### config.mk
export PLATFORM = sky130hd
export DESIGN_NAME = count_enable_debouncer_flat
export DESIGN_NICKNAME = d
export VERILOG_FILES = /design/src/rtl/count_enable_debouncer_if.sv /design/src/rtl/count_enable_debouncer.sv /design/src/flat_wrapper.sv
export SDC_FILE = /design/constraint.sdc
export NUM_CORES = 1
export LEC_CHECK = 0
export BUFFER_PORTS_ARGS = -buffer_cell sky130_fd_sc_hd__buf_2
export CORE_MARGIN = 3
export CORE_UTILIZATION = 62
export CTS_BUF_LIST = sky130_fd_sc_hd__clkbuf_4
export CTS_CLUSTER_SIZE = 25
export DETAILED_ROUTE_END_ITERATION = 12
export GPL_TIMING_DRIVEN = 0
export PLACE_DENSITY = 0.86
export RECOVER_POWER = 25
export SLEW_MARGIN = 10
export SYNTH_ARGS = -nofsm -noshare
export SYNTH_HDL_FRONTEND = slang
export SYNTH_SLANG_ARGS = --single-unit
### constraint.sdc
create_clock -name clk -period 2.8 [get_ports clk]
set_clock_uncertainty 0.05 [all_clocks]
set_input_delay 0.28 -clock clk [delete_from_list [all_inputs] [get_ports clk]]
set_output_delay 0.28 -clock clk [all_outputs]
set_load 0.05 [all_outputs]
### src/rtl/count_enable_debouncer_if.sv
// Button-conditioning bus: raw button and mode in, clean enable and debounce status out.
interface count_enable_debouncer_if;
    logic       btn_in;
    logic [1:0] mode;
    logic       en_out;
    logic       db_level;
    logic       press_pulse;
    logic       release_pulse;
    logic [7:0] press_count;

    modport master (
        output btn_in, mode,
        input  en_out, db_level, press_pulse, release_pulse, press_count
    );

    modport slave (
        input  btn_in, mode,
        output en_out, db_level, press_pulse, release_pulse, press_count
    );
endinterface

### src/rtl/count_enable_debouncer.sv
// Synchronises and debounces a raw button, producing a count enable selected by mode
// (level, single pulse or toggle) plus a wrapping press counter.
module count_enable_debouncer #(
    parameter int unsigned DEBOUNCE_CYCLES = 4,
    parameter int unsigned CNT_W           = 8
) (
    input logic                      clk,
    input logic                      rst,
    count_enable_debouncer_if.slave  bus
);

    localparam logic [CNT_W-1:0] LP_LAST = CNT_W'(DEBOUNCE_CYCLES - 1);

    typedef enum logic [1:0] {StIdle, StPressWait, StHeld, StReleaseWait} state_e;

    state_e           r_state;
    logic             r_sync1;
    logic             r_sync2;
    logic [CNT_W-1:0] r_cnt;
    logic             r_db_level;
    logic             r_press_pulse;
    logic             r_release_pulse;
    logic             r_toggle;
    logic [7:0]       r_press_count;
    logic             w_en;

    always_ff @(posedge clk) begin
        if (rst) begin
            r_state         <= StIdle;
            r_sync1         <= 1'b0;
            r_sync2         <= 1'b0;
            r_cnt           <= '0;
            r_db_level      <= 1'b0;
            r_press_pulse   <= 1'b0;
            r_release_pulse <= 1'b0;
            r_toggle        <= 1'b0;
            r_press_count   <= 8'd0;
        end else begin
            r_sync1         <= bus.btn_in;
            r_sync2         <= r_sync1;
            r_press_pulse   <= 1'b0;
            r_release_pulse <= 1'b0;
            unique case (r_state)
                StIdle: begin
                    if (r_sync2) begin
                        r_state <= StPressWait;
                        r_cnt   <= CNT_W'(1);
                    end else begin
                        r_cnt   <= '0;
                    end
                end
                StPressWait: begin
                    if (!r_sync2) begin
                        r_state <= StIdle;
                        r_cnt   <= '0;
                    end else if (r_cnt == LP_LAST) begin
                        r_state       <= StHeld;
                        r_cnt         <= '0;
                        r_db_level    <= 1'b1;
                        r_press_pulse <= 1'b1;
                        r_press_count <= r_press_count + 8'd1;
                        r_toggle      <= ~r_toggle;
                    end else begin
                        r_cnt <= r_cnt + CNT_W'(1);
                    end
                end
                StHeld: begin
                    if (!r_sync2) begin
                        r_state <= StReleaseWait;
                        r_cnt   <= CNT_W'(1);
                    end
                end
                StReleaseWait: begin
                    if (r_sync2) begin
                        r_state <= StHeld;
                        r_cnt   <= '0;
                    end else if (r_cnt == LP_LAST) begin
                        r_state         <= StIdle;
                        r_cnt           <= '0;
                        r_db_level      <= 1'b0;
                        r_release_pulse <= 1'b1;
                    end else begin
                        r_cnt <= r_cnt + CNT_W'(1);
                    end
                end
                default: begin
                    r_state <= StIdle;
                    r_cnt   <= '0;
                end
            endcase
        end
    end

    // Mode is deliberately unregistered so a mode change retargets en_out in the same cycle.
    always_comb begin
        w_en = r_db_level;
        case (bus.mode)
            2'b01:   w_en = r_press_pulse;
            2'b10:   w_en = r_toggle;
            default: w_en = r_db_level;
        endcase
    end

    assign bus.en_out        = w_en;
    assign bus.db_level      = r_db_level;
    assign bus.press_pulse   = r_press_pulse;
    assign bus.release_pulse = r_release_pulse;
    assign bus.press_count   = r_press_count;

endmodule
### src/flat_wrapper.sv
// flat-port wrapper written by rule: the top's interface ports become plain ports
module count_enable_debouncer_flat 
#(
    parameter int unsigned DEBOUNCE_CYCLES = 4,
    parameter int unsigned CNT_W           = 8
)
  (clk, rst, bus_btn_in, bus_mode, bus_en_out, bus_db_level, bus_press_pulse, bus_release_pulse, bus_press_count);
  count_enable_debouncer_if bus_i ();
  input logic clk;
  input logic rst;
  input wire logic [$bits(bus_i.btn_in)-1:0] bus_btn_in;
  input wire logic [$bits(bus_i.mode)-1:0] bus_mode;
  output wire logic [$bits(bus_i.en_out)-1:0] bus_en_out;
  output wire logic [$bits(bus_i.db_level)-1:0] bus_db_level;
  output wire logic [$bits(bus_i.press_pulse)-1:0] bus_press_pulse;
  output wire logic [$bits(bus_i.release_pulse)-1:0] bus_release_pulse;
  output wire logic [$bits(bus_i.press_count)-1:0] bus_press_count;
  assign bus_i.btn_in = bus_btn_in;
  assign bus_i.mode = bus_mode;
  assign bus_en_out = bus_i.en_out;
  assign bus_db_level = bus_i.db_level;
  assign bus_press_pulse = bus_i.press_pulse;
  assign bus_release_pulse = bus_i.release_pulse;
  assign bus_press_count = bus_i.press_count;
  count_enable_debouncer #(.DEBOUNCE_CYCLES(DEBOUNCE_CYCLES), .CNT_W(CNT_W)) u_core (.clk(clk), .rst(rst), .bus(bus_i));
endmodule
==> out/results.txt, run 1 <==
status = finished clean
Sink Count = 24
antenna viol nets, final = 0
part of the cycle the worst path needs = 0.739
DR pass1 iterations = 4
required time of the critical path = 3.00 ns
clock tree buffer depth = 2
Clock Pin Slew Worst Setup and Hold Paths = 0.12 ns
Mapped Area = 1150 um^2
yosys synthesis warning count = 0
Crit Path Category = flip-flop to flip-flop
Mapped Nets = 138
die height = 49.0 um
DP Area = 1260 um^2
leakage = 0.496 nW
fillers = 128
ratio of cells with drive above 1 in the final layout = 0.122
MaxCap Viol Count = 0
initial antenna violation count = 0
Final Wtd Congestion = 0.802
HP Class = input port to flip-flop
Cells after Synth = 128
most frequent cells in the layout = 24 x dfxtp_1, 11 x clkbuf_1
EDFF count, synth = 0
synthesized flop and latch total = 24
CTS resizes = 0
io pins = 17
post-route minimum period = 2.07 ns
post-synthesis area per instance = 8.97 um^2
CTS tree = yes
area of the multi-input gates = 622 um^2
vias = 983
# Post-CTS Setup Buffers = 0
top_reg_cell synth = dfxtp_1
GR Overflow Total = 0
power per standard cell area = 417 nW/um^2
Placeable Area = 1630 um^2
Worst Max-Slew Pin Slew = 0.596 ns
DIE WIDTH = 49.0 um
Setup TNS = 0 ns
Routed WL per cell = 13.4 um
drt via density = 5.75
crit-path max FO = 8
Initial Utilization = 0.705
worst rel slew slack = 0.605
Final Instance Area = 1270 um^2
final setup fails = 0
peak supply drop = 0.344 mV
total wire length = 2290 um
CTS root buf = clkbuf_4
commonest non-fill, non-tap cell in the layout = dfxtp_1
Residual DRC = 0
H-Tree Depth = 1
fmax = 483 MHz
Clk Latency, worst-skew pair = 0.31 ns
Die Area = 2400 um^2
vias in the first global route = 925
floorplan row count = 14
IO Port Bufs = 16
1st-iter DRT viols = 11
critical path capture point type = flip-flop
largest net degree at the start of global routing = 13
Ant. Diodes = 0
ys async rst share = 0
RSZ-0062 raised after global routing = false
first-pass GRT wire length = 4050 um
Nets = 159
post-synth cell types = 33
fin. max-slew vios = 0
Area growth, synth to finish = 10.6%
CP Data Arrival Time = 2.27 ns
hpwl dp = 1720 um
FF/Latch Area = 480 um^2
final hold violations = 0
GRT Total Usage = 0.211
CTS Hold Buffers Added = 0
clock buffer count from CTS = 3
Worst setup SP type = flip-flop
register area share after synthesis = 0.418
cell families (layout without fill, tap and decap cells):
| group | Yosys count | count (layout) | synth area share |
|---|---|---|---|
| and+or+nand+nor | 54 | 54 | 0.278 |
| DFF | 24 | 24 | 0.418 |
| AOI/OAI and AO/OA | 23 | 23 | 0.123 |
| buffers and inverters | 11 | 30 | 0.0403 |
| xor gates and xnor gates | 9 | 9 | 0.0686 |
| adders and majority gates | 5 | 5 | 0.0545 |
| muxes | 2 | 2 | 0.0174 |
registers in the layout, indices dropped and copies added (netlist names), named ones only:
register / count
u_core.bus.press_count: 8
u_core.r_cnt: 8
u_core.bus.db_level: 1
u_core.bus.press_pulse: 1
u_core.bus.release_pulse: 1
u_core.r_state: 1
u_core.r_sync1: 1
u_core.r_sync2: 1
u_core.r_toggle: 1
path summary, 6_finish.rpt:
kind                          endpoint       startpoint  slack [ns]  cells past startpoint
min                     u_core.r_sync1       bus_btn_in        0.12                      2
max          u_core.bus.press_count[4]  u_core.r_cnt[0]        0.73                      5
max reg2reg  u_core.bus.press_count[4]  u_core.r_cnt[0]        0.73                      5
min reg2reg             u_core.r_sync2   u_core.r_sync1        0.41                      1
cells in the mapped netlist (2+ instances only):
master / number / area (um^2)
inv_1: 7 / 26.3
or2_2: 2 / 12.5
and2_1: 4 / 25.0
a31oi_1: 2 / 12.5
nor2_1: 8 / 30.0
nor3_1: 4 / 20.0
a2111oi_0: 2 / 17.5
dfxtp_1: 24 / 480
clkbuf_1: 2 / 7.51
ha_1: 5 / 62.6
xor2_1: 5 / 43.8
or3b_2: 2 / 17.5
xnor2_1: 4 / 35.0
o21ai_0: 6 / 30.0
nand4_1: 6 / 37.5
or3_1: 4 / 25.0
nand2_1: 8 / 30.0
and3_1: 2 / 12.5
a22oi_1: 2 / 15.0
a21oi_1: 8 / 40.0
nor2b_1: 2 / 12.5
nand3_1: 6 / 30.0
mux2i_1: 2 / 20.0
and3b_1: 2 / 17.5
metrics by stage:
stage | instances | power [mW] | hold WS, ns | util | setup slack (ns)
after global placement | 168 | 0.386 | 0.397 | 0.773 | 0.839
after floorplan | 128 | 0.377 | 0.358 | - | 0.627
after CTS | 171 | 0.533 | 0.119 | 0.786 | 0.766
after global routing | 171 | 0.546 | 0.154 | 0.780 | 0.603
after detailed placement | 168 | 0.387 | 0.400 | 0.773 | 0.809
final | 171 | 0.529 | 0.123 | 0.780 | 0.730
worst max-delay path, cell delays in order (launching register included):
cell and delay, ns:
dfxtp_1 0.45, ha_1 0.21, nor4b_4 0.43, nand4_1 0.30, or3_1 0.42, a21oi_1 0.15
layer usage:
layer  up-vias  wire [um]  GRT usage
met5         -          0          0
met4         0         15     0.0900
met3         2         83     0.0275
met2        23       1160      0.385
met1       468       1040      0.244
li1        490          -          -
layout make-up:
| class | count | area share |
|---|---|---|
| multi-input combinational | 93 | 0.490 |
| sequential | 24 | 0.378 |
| timing repair buffer | 16 | 0.0552 |
| tap | 24 | 0.0236 |
| inverter | 7 | 0.0207 |
| clock buffer | 3 | 0.0177 |
| buffer | 4 | 0.0148 |
where the power goes:
group          internal (mW)  switching (mW)
registers              0.345         0.00345
logic                0.00955          0.0210
clock network         0.0504          0.0999
No activity file was read; power rests on OpenSTA's default activity.
==> inputs of run 2 (changes only) <==
Settings changed: CORE_UTILIZATION 62 to 52, PLACE_DENSITY 0.86 to 0.77.
Clock period 2.8 ns to 1.7 ns, I/O delays scaled along.
==> run 2 against run 1 <==
The run now ends with setup timing left; clock power increased by 75%; worst hold slack got worse by 0.11 ns; total power increased by 68%; critical endpoint is now u_core.r_cnt[3]; highest routed layer unchanged.
==> out/results.txt, run 2 (synthesis results as in run 1) <==
status = finished, violations left
failing checks = setup timing
Routed WL per cell = 13.8 um (+2.6%)
MaxCap Viol Count = 0 (unchanged)
power per standard cell area = 640 nW/um^2 (+54%)
peak supply drop = 0.548 mV (+59%)
Comb pwr share = 0.061 (+0.003)
Crit Path Category = flip-flop to flip-flop
most frequent cells in the layout = 22 x dfxtp_1, 15 x buf_2
DP Area = 1270 um^2 (+0.89%)
vias = 1034 (+5.2%)
total wire length = 2510 um (+9.2%)
GR Overflow Total = 0 (unchanged)
DIE WIDTH = 53 um (+8.1%)
ratio of cells with drive above 1 in the final layout = 0.252 (+0.129)
first-pass GRT wire length = 4170 um (+3.1%)
IO Port Bufs = 16 (unchanged)
DR pass1 iterations = 4 (unchanged)
cell internal pwr = 0.671 mW (+66%)
Final Instance Area = 1390 um^2 (+9.2%)
required time of the critical path = 1.88 ns (-1.12 ns)
floorplan row count = 16 (+2)
CTS Hold Buffers Added = 0 (unchanged)
flop-to-flop setup slack = -0.13 ns (-0.86 ns)
slowest stage delay, CP = 0.41 ns (-0.04 ns)
Residual DRC = 0 (unchanged)
fmax = 545 MHz (+13%)
slack of the critical path = -0.134 ns (-0.864 ns)
H-Tree Depth = 1 (unchanged)
part of the cycle the worst path needs = 1.08 (+0.340)
CTS root buf = clkbuf_4
Area growth, synth to finish = 20.7%
Worst Max-Slew Pin Slew = 0.602 ns (+0.00599 ns)
1st-iter DRT viols = 20 (+9)
post-route minimum period = 1.83 ns (-0.236 ns)
hpwl dp = 1620 um (-5.8%)
switch share = 0.244 (+0.00874)
largest net degree at the start of global routing = 14 (+1)
Seq pwr share = 0.644 (-0.014)
Initial Utilization = 0.568 (-0.137)
Clock power frac = 0.295 (+0.011)
vias in the first global route = 937 (+1.3%)
initial antenna violation count = 0 (unchanged)
leakage = 0.567 nW (+14%)
RSZ-0062 raised after global routing = true
die height = 53 um (+8.1%)
fin util = 0.686 (-0.0939)
Nets = 166 (+4.4%)
drt via density = 5.68 (-1.2%)
Sink Count = 24 (unchanged)
crit-path max FO = 7 (-1)
commonest non-fill, non-tap cell in the layout = dfxtp_1
critical path capture point type = flip-flop
Die Area = 2810 um^2 (+17%)
Placeable Area = 2020 um^2 (+24%)
Clk Latency, worst-skew pair = 0.31 ns (about the same)
fin. max-slew vios = 0 (unchanged)
final hold violations = 0 (unchanged)
CTS tree = yes
Worst setup SP type = flip-flop
Final Wtd Congestion = 0.847 (+5.6%)
Critical Path, Cell by Cell = ha_4 -> nor4b_4 -> buf_4 -> a2111oi_2 -> a311o_1 -> and2_1
GRT Total Usage = 0.200 (-0.0108)
Ant. Diodes = 0 (unchanged)
Clock Pin Slew Worst Setup and Hold Paths = 0.14 ns (+0.02 ns)
Psw = 0.216 mW (+74%)
clock tree buffer depth = 2 (unchanged)
antenna viol nets, final = 0 (unchanged)
worst rel slew slack = 0.601 (-0.00397)
final setup fails = 11 (+11)
HP Class = input port to flip-flop
CP max stage cell = nor4b_4
clock buffer count from CTS = 3 (unchanged)
io pins = 17 (unchanged)
CP Data Arrival Time = 2.01 ns (-0.26 ns)
[run 2: cell types whose count changed in the layout (fill, tap and decap cells not counted), sizes merged]
cell | before | now
buf | 9 | 23
clkbuf | 14 | 7
clkinv | 0 | 1
[run 2: layout make-up]
class	count	area, um^2
clock buffers	3	22.5
flip-flops and latches	24	485
inverters	7	26.3
clock inverters	1	3.75
plain buffers	4	20.0
repair buffers	23	130
multi-input cells	93	664
fillers	173	636
well taps	27	33.8
[run 2: worst max-delay path: cells and delay by family, from the launching register on]
family,cells,cell delay (ns)
buffers and inverters,1,0.21
AO/OA/AOI/OAI,2,0.40
flip-flops,1,0.39
adder cells (fa/ha/maj),1,0.13
AND/OR/NAND/NOR,2,0.57
[run 2: what timing repair did]
action                                  4_1_cts  5_1_grt
buffers inserted                              5        2
resized for setup                             5        4
endpoints found under the setup margin       18       19
pin swaps                                     7        5
[run 2: worst paths after layout]
check,start,to,cells past startpoint
max,u_core.r_cnt[0],u_core.r_cnt[3],6
max reg2reg,u_core.r_cnt[0],u_core.r_cnt[3],6
min reg2reg,u_core.r_sync1,u_core.r_sync2,1
min,bus_btn_in,u_core.r_sync1,2
[run 2: power by group through the flow]
stage	clock network [mW]	logic (mW)	registers, mW
CTS	0.259	0.0542	0.572
global route	0.294	0.0606	0.573
detailed placement	0	0.0518	0.586
floorplan	0	0.0293	0.593
global placement	0	0.0507	0.586
finish	0.262	0.0542	0.572
[run 2: stage by stage]
step | worst slack, ns | power [mW] | hold slack (ns) | TNS, ns | cells
after floorplan | 0.00850 | 0.622 | 0.248 | 0 | 128
after global placement | -0.183 | 0.636 | 0.330 | -1.41 | 171
after detailed placement | -0.229 | 0.638 | 0.355 | -1.90 | 171
after CTS | -0.135 | 0.885 | 0.0276 | -0.641 | 180
after global routing | -0.228 | 0.927 | 0.0124 | -2.49 | 182
final | -0.134 | 0.888 | 0.0133 | -0.990 | 182
[run 2: per-layer routing]
metal	part of all wire	track usage	wire length, um
met1	0.42	0.249	1050
met2	0.52	0.339	1300
met3	0.048	0.0423	119
met4	0.016	0.0681	39
met5	0	0	0
